<file path="src/rtl/hop_pkg.sv">
// Shared types and default constants for the channel-hopping scheduler.
package hop_pkg;

    typedef enum logic [2:0] {
        S_IDLE,
        S_SETTLE,
        S_EVAL,
        S_HOP,
        S_DWELL
    } state_t;

    localparam int unsigned DEF_DWELL_CYCLES = 1000;
    localparam int unsigned DEF_HYST         = 8;
    localparam int unsigned DEF_ACK_TIMEOUT  = 64;
    localparam int unsigned TIMER_W          = 16;

    function automatic logic [7:0] pick_level(input logic [1:0] sel,
                                              input logic [7:0] l0,
                                              input logic [7:0] l1,
                                              input logic [7:0] l2,
                                              input logic [7:0] l3);
        case (sel)
            2'd0:    return l0;
            2'd1:    return l1;
            2'd2:    return l2;
            default: return l3;
        endcase
    endfunction

endpackage

</file>
<file path="src/rtl/hop_timer.sv">
// Loadable down-counter; expired is high during the last cycle of a loaded
// interval, so a load of N spans exactly N cycles.
module hop_timer #(
    parameter int unsigned W = 16
) (
    input  logic         clk,
    input  logic         reset,
    input  logic         load,
    input  logic [W-1:0] load_val,
    output logic         expired
);

    logic [W-1:0] r_count;

    always_ff @(posedge clk or posedge reset) begin
        if (reset)
            r_count <= '0;
        else if (load)
            r_count <= load_val;
        else if (r_count != '0)
            r_count <= r_count - 1'b1;
    end

    assign expired = (r_count == W'(1));

endmodule

</file>
<file path="src/rtl/hop_scheduler.sv">
// Channel-hop scheduler: periodically evaluates jam levels and hands the radio
// a retune request, with ack timeout, hysteresis and a saturating hop counter.
module hop_scheduler
    import hop_pkg::*;
#(
    parameter int unsigned DWELL_CYCLES = DEF_DWELL_CYCLES,
    parameter int unsigned HYST         = DEF_HYST,
    parameter int unsigned ACK_TIMEOUT  = DEF_ACK_TIMEOUT
) (
    input  logic        clk,
    input  logic        reset,
    input  logic        enable,
    input  logic [7:0]  ch_level0,
    input  logic [7:0]  ch_level1,
    input  logic [7:0]  ch_level2,
    input  logic [7:0]  ch_level3,
    input  logic [1:0]  best_ch,
    output logic        hop_req,
    output logic [1:0]  hop_ch,
    input  logic        hop_ack,
    input  logic        clear_fault,
    output logic [1:0]  active_channel,
    output logic [15:0] hop_count,
    output logic        fault
);

    state_t              r_state;
    state_t              w_state_nx;
    logic                r_hop_req;
    logic [1:0]          r_hop_ch;
    logic [1:0]          r_active;
    logic [15:0]         r_hop_count;
    logic                r_fault;

    logic                w_load;
    logic [TIMER_W-1:0]  w_load_val;
    logic                w_expired;
    logic                w_start_hop;
    logic                w_hop_done;
    logic                w_timeout;
    logic [7:0]          w_lvl_active;
    logic [7:0]          w_lvl_best;
    logic [8:0]          w_best_plus_hyst;
    logic                w_hop_cond;

    assign w_lvl_active     = pick_level(r_active, ch_level0, ch_level1, ch_level2, ch_level3);
    assign w_lvl_best       = pick_level(best_ch, ch_level0, ch_level1, ch_level2, ch_level3);
    assign w_best_plus_hyst = {1'b0, w_lvl_best} + 9'(HYST);
    assign w_hop_cond       = (best_ch != r_active) && ({1'b0, w_lvl_active} > w_best_plus_hyst);

    hop_timer #(.W(TIMER_W)) u_timer (
        .clk      (clk),
        .reset    (reset),
        .load     (w_load),
        .load_val (w_load_val),
        .expired  (w_expired)
    );

    always_ff @(posedge clk or posedge reset) begin
        if (reset)
            r_state <= S_IDLE;
        else
            r_state <= w_state_nx;
    end

    always_comb begin
        w_state_nx  = r_state;
        w_load      = 1'b0;
        w_load_val  = '0;
        w_start_hop = 1'b0;
        w_hop_done  = 1'b0;
        w_timeout   = 1'b0;
        case (r_state)
            S_IDLE:   if (enable) w_state_nx = S_SETTLE;
            S_SETTLE: w_state_nx = enable ? S_EVAL : S_IDLE;
            S_EVAL: begin
                if (!enable) begin
                    w_state_nx = S_IDLE;
                end else if (w_hop_cond) begin
                    w_state_nx  = S_HOP;
                    w_start_hop = 1'b1;
                    w_load      = 1'b1;
                    w_load_val  = TIMER_W'(ACK_TIMEOUT);
                end else begin
                    w_state_nx = S_DWELL;
                    w_load     = 1'b1;
                    w_load_val = TIMER_W'(DWELL_CYCLES);
                end
            end
            S_HOP: begin
                // Ack is checked first so an ack on the expiry cycle still succeeds.
                if (hop_ack)
                    w_hop_done = 1'b1;
                else if (w_expired)
                    w_timeout = 1'b1;
                if (w_hop_done || w_timeout) begin
                    w_state_nx = enable ? S_DWELL : S_IDLE;
                    w_load     = enable;
                    w_load_val = TIMER_W'(DWELL_CYCLES);
                end
            end
            S_DWELL: begin
                if (!enable)
                    w_state_nx = S_IDLE;
                else if (w_expired)
                    w_state_nx = S_SETTLE;
            end
            default:  w_state_nx = S_IDLE;
        endcase
    end

    always_ff @(posedge clk or posedge reset) begin
        if (reset) begin
            r_hop_req   <= 1'b0;
            r_hop_ch    <= '0;
            r_active    <= '0;
            r_hop_count <= '0;
            r_fault     <= 1'b0;
        end else begin
            if (w_start_hop) begin
                r_hop_req <= 1'b1;
                r_hop_ch  <= best_ch;
            end
            if (w_hop_done || w_timeout)
                r_hop_req <= 1'b0;
            if (w_hop_done) begin
                r_active <= r_hop_ch;
                if (r_hop_count != '1)
                    r_hop_count <= r_hop_count + 16'd1;
            end
            if (w_timeout)
                r_fault <= 1'b1;
            else if (clear_fault)
                r_fault <= 1'b0;
        end
    end

    assign hop_req        = r_hop_req;
    assign hop_ch         = r_hop_ch;
    assign active_channel = r_active;
    assign hop_count      = r_hop_count;
    assign fault          = r_fault;

endmodule

</file>
<file path="config.mk">
export PLATFORM = sky130hd
export DESIGN_NAME = hop_scheduler
export DESIGN_NICKNAME = d
export VERILOG_FILES = /design/src/rtl/hop_pkg.sv /design/src/rtl/hop_timer.sv /design/src/rtl/hop_scheduler.sv
export SDC_FILE = /design/constraint.sdc
export NUM_CORES = 1
export LEC_CHECK = 0
export CORE_UTILIZATION = 51
export DETAILED_ROUTE_END_ITERATION = 6
export GPL_ROUTABILITY_DRIVEN = 0
export GPL_TIMING_DRIVEN = 0
export PLACE_DENSITY_LB_ADDON = 0.05
export SLEW_MARGIN = 15
export SYNTH_ARGS = -nofsm -noshare
export SYNTH_HDL_FRONTEND = slang
export SYNTH_SLANG_ARGS = --single-unit
</file>
<file path="constraint.sdc">
create_clock -name clk -period 4.2 [get_ports clk]
set_clock_uncertainty 0.2 [all_clocks]
set_input_delay 0.84 -clock clk [delete_from_list [all_inputs] [get_ports clk]]
set_output_delay 0.84 -clock clk [all_outputs]
set_load 0.03 [all_outputs]
</file>
==> reports/metrics.csv <==
stage,metric,value,unit
run_status,status,finished clean,
clock_network,clk_pin_slew,80,ps
die,dieWidth,75.18,µm
timing,setup_viol,0,
worst_setup_path,worst_path_max_delay_cell,nor4b_4,
detailed_routing,num_vias,2107,
global_route,grt.total_usage,21.03,%
die,start_util,53.14,%
die,die_h,75.18,µm
final_layout,final_cells,385,
worst_setup_path,crit_start,ch_level3[3],
clock_network,cts_htree_levels,2,
worst_setup_path,crit_arrival,3890,ps
timing,fin_crit_sh,93.00,%
clock_network,cts.repair.resized,0,
worst_setup_path,setup.worst_path.start_class,primary input,
detailed_routing,drt_iter0_drc,107,
die,dieArea,5652,µm²
detailed_routing,firstDrtPassIters,4,
synthesis,ys_ff_latch,41,
clock_network,clock_path_buffers,2,
hold_path,whs_path_depth,1,
global_route,grt_max_degree,34,
pwr,ir_drop,0.0004048,V
die,ios,61,
clock_network,cts_hold_buf,0,
clock_network,post_cts_buffers,0,
timing,fmax,0.2560,GHz
timing,hold_violations,0,
worst_setup_path,worstPathCellList,"clkdlybuf4s50_1, mux4_2, ha_1, nand3_1, xor2_1, ha_1, and3_1, a22o_1, nor4b_4, mux2_2",
die,coreArea,5140,µm²
worst_setup_path,ff2ff_setup_slack,850,ps
synthesis,synth_flop_cell,dfrtp_1,
detailed_routing,ant_nets,0,
final_layout,multiInputGateArea,1628,µm²
worst_setup_path,cp-end-kind,flop,
synthesis,synth_cell_type_count,47,
final_layout,fillers,426,
hold_path,hp-class,flop to flop,
final_layout,seq_area,1026,µm²
clock_network,clock-sinks,41,
worst_setup_path,r2r-start,active_channel[0],
worst_setup_path,path_common_cell,ha_1,
placement,placed_cells,377,
final_layout,syn_to_final_growth,28.36,%
worst_setup_path,crit_type,primary input to flop,
synthesis,syn_area_per_cell,11.01,µm²
placement,hpwl,4071,µm
global_route,grt_overflow,0,
worst_setup_path,r2r_cells,8,
placement,io_buffer_count,58,
worst_setup_path,path_max_fanout,10,
job,drv_cap,0,
timing,fin_crit,3906,ps
final_layout,drive_above_1_share,14.92,%
detailed_routing,vias_per_cell,5.473,
clock_network,cts-root-buf,clkbuf_8,
synthesis,synth_edf_count,0,
detailed_routing,routed_wl,5296,µm
synthesis,syn_area,2731,µm²
timing,slew_headroom,61.80,%
timing,drv_slew,0,
global_route,grt_antenna_before_repair,0,
synthesis,ys_warn_count,0,
pwr,p_total,1.724,mW
synthesis,synth_fp_nets,299,
final_layout,fin_nets,365,
global_route,grt_pass1_vias,1988,
die,rows,26,
clock_network,cts_made_buffers,5,
worst_setup_path,cpPeakStageDelay,560,ps
timing,worst_pin_slew,570.5,ps
timing,rsz0062_at_grt,no,
detailed_routing,drc,0,
pwr,leakage,1.448,nW
synthesis,ys_seq_area_share,37.56,%
pwr,powerDensity,491.8,nW/µm²
synthesis,synthCells,248,
synthesis,synthArstFlopShare,100.0,%
clock_network,insertion_delay,300,ps
global_route,grt_pass1_wl,8907,µm
hold_path,min-delay-start,hop_count[15],
worst_setup_path,cp.required,4190,ps
final_layout,n_antenna_cell,0,
detailed_routing,wl_per_cell,13.76,µm
clock_network,cts_tree,yes,
## synthesized netlist by cell type (2+ instances only)
| master | count | area [µm²] |
|---|---|---|
| dfrtp_1 | 41 | 1026 |
| nor2_1 | 23 | 86.33 |
| xnor2_1 | 19 | 166.4 |
| nand2_1 | 18 | 67.56 |
| mux4_2 | 16 | 360.4 |
| a21oi_1 | 13 | 65.06 |
| ha_1 | 12 | 150.1 |
| inv_1 | 12 | 45.04 |
| xor2_1 | 11 | 96.34 |
| nand3_1 | 9 | 45.04 |
| nor3_1 | 8 | 40.04 |
| mux2_2 | 6 | 67.56 |
| a211oi_1 | 5 | 37.54 |
| nand4_1 | 5 | 31.28 |
| and3_1 | 4 | 25.02 |
| a22o_1 | 3 | 26.28 |
| and4_1 | 3 | 26.28 |
| clkbuf_1 | 3 | 11.26 |
| and3_4 | 2 | 22.52 |
| buf_2 | 2 | 10.01 |
| nand4b_1 | 2 | 17.52 |
| nor2b_1 | 2 | 12.51 |
| nor4b_4 | 2 | 47.55 |
| o21ai_0 | 2 | 10.01 |
| or3_1 | 2 | 12.51 |
| or4b_2 | 2 | 20.02 |
## registers in the layout (all words and copies together), names as in the netlist
register	count
active_channel	2
fault	1
r_state	3
hop_req	1
u_timer.r_count	16
hop_count	16
hop_ch	2
## metal layers
layer	part of all wire [%]	GRT usage, %
met1	48	27.30
met5	0	0
met2	46	34.63
met4	1.7	8.025
met3	4.2	4.552
## cells by family after synthesis
kind of cell               synth area share (%)
and+or+nand+nor                           19.33
DFF                                       37.56
AOI/OAI and AO/OA                         9.117
xor gates and xnor gates                  9.620
muxes                                     16.03
buffers and inverters                     2.840
adders and majority gates                 5.497
## final cells by class
type / count / area share, %
plain buffers: 6 / 0.9279
well taps: 70 / 2.498
clock inverters: 3 / 0.4996
inverters: 12 / 1.285
flip-flops and latches: 41 / 29.26
repair buffers: 59 / 17.13
multi-input cells: 189 / 46.43
clock buffers: 5 / 1.963
## critical path: cells and delay by family
kind	cells	cell delay [ps]
AOI/OAI and AO/OA	1	250
and+or+nand+nor	3	850
muxes	2	910
adders and majority gates	2	480
buffers and inverters	1	420
xor gates and xnor gates	1	150
## final timing paths
| path | end |
|---|---|
| min in group asynchronous | hop_count[5] |
| max reg2reg | hop_ch[0] |
| min | hop_count[15] |
| max | hop_ch[0] |
| max in group asynchronous | u_timer.r_count[7] |
| min reg2reg | hop_count[15] |
## per-stage QoR
step / util (%) / TNS [ps] / hold WS [ps] / setup slack, ps / area, µm²
after global placement: 66.14 / -47.72 / 293.9 / -24.20 / 3400
after floorplan: - / 0 / 300.2 / 401.0 / 2731
after detailed placement: 66.53 / -129.6 / 284.7 / -65.81 / 3420
after CTS: 68.21 / 0 / 300.4 / 261.2 / 3506
final: 68.21 / 0 / 298.8 / 294.0 / 3506
after global routing: 68.21 / 0 / 315.5 / 108.3 / 3506
## cells in the final DEF (no fill, tap or decap), types with 3 or more instances in the layout
master / netlist / final
nand2_1: 18 / 18
a22o_1: 3 / 3
and4_1: 3 / 3
a21oi_1: 13 / 13
mux4_2: 16 / 16
and3_1: 4 / 4
xnor2_1: 19 / 19
nor3_1: 8 / 8
mux2_2: 6 / 6
clkdlybuf4s50_1: 0 / 58
clkbuf_1: 3 / 3
nand3_1: 9 / 9
dfrtp_1: 41 / 41
nand4_1: 5 / 5
a211oi_1: 5 / 5
inv_1: 12 / 11
ha_1: 12 / 12
clkbuf_8: 0 / 5
nor2_1: 23 / 23
xor2_1: 11 / 11
## where the power goes
part / internal, mW / switching (mW)
registers: 0.512 / 0.134
clock network: 0.115 / 0.141
logic: 0.420 / 0.403
total: 1.05 / 0.677
(Power assumes the default switching activity.)
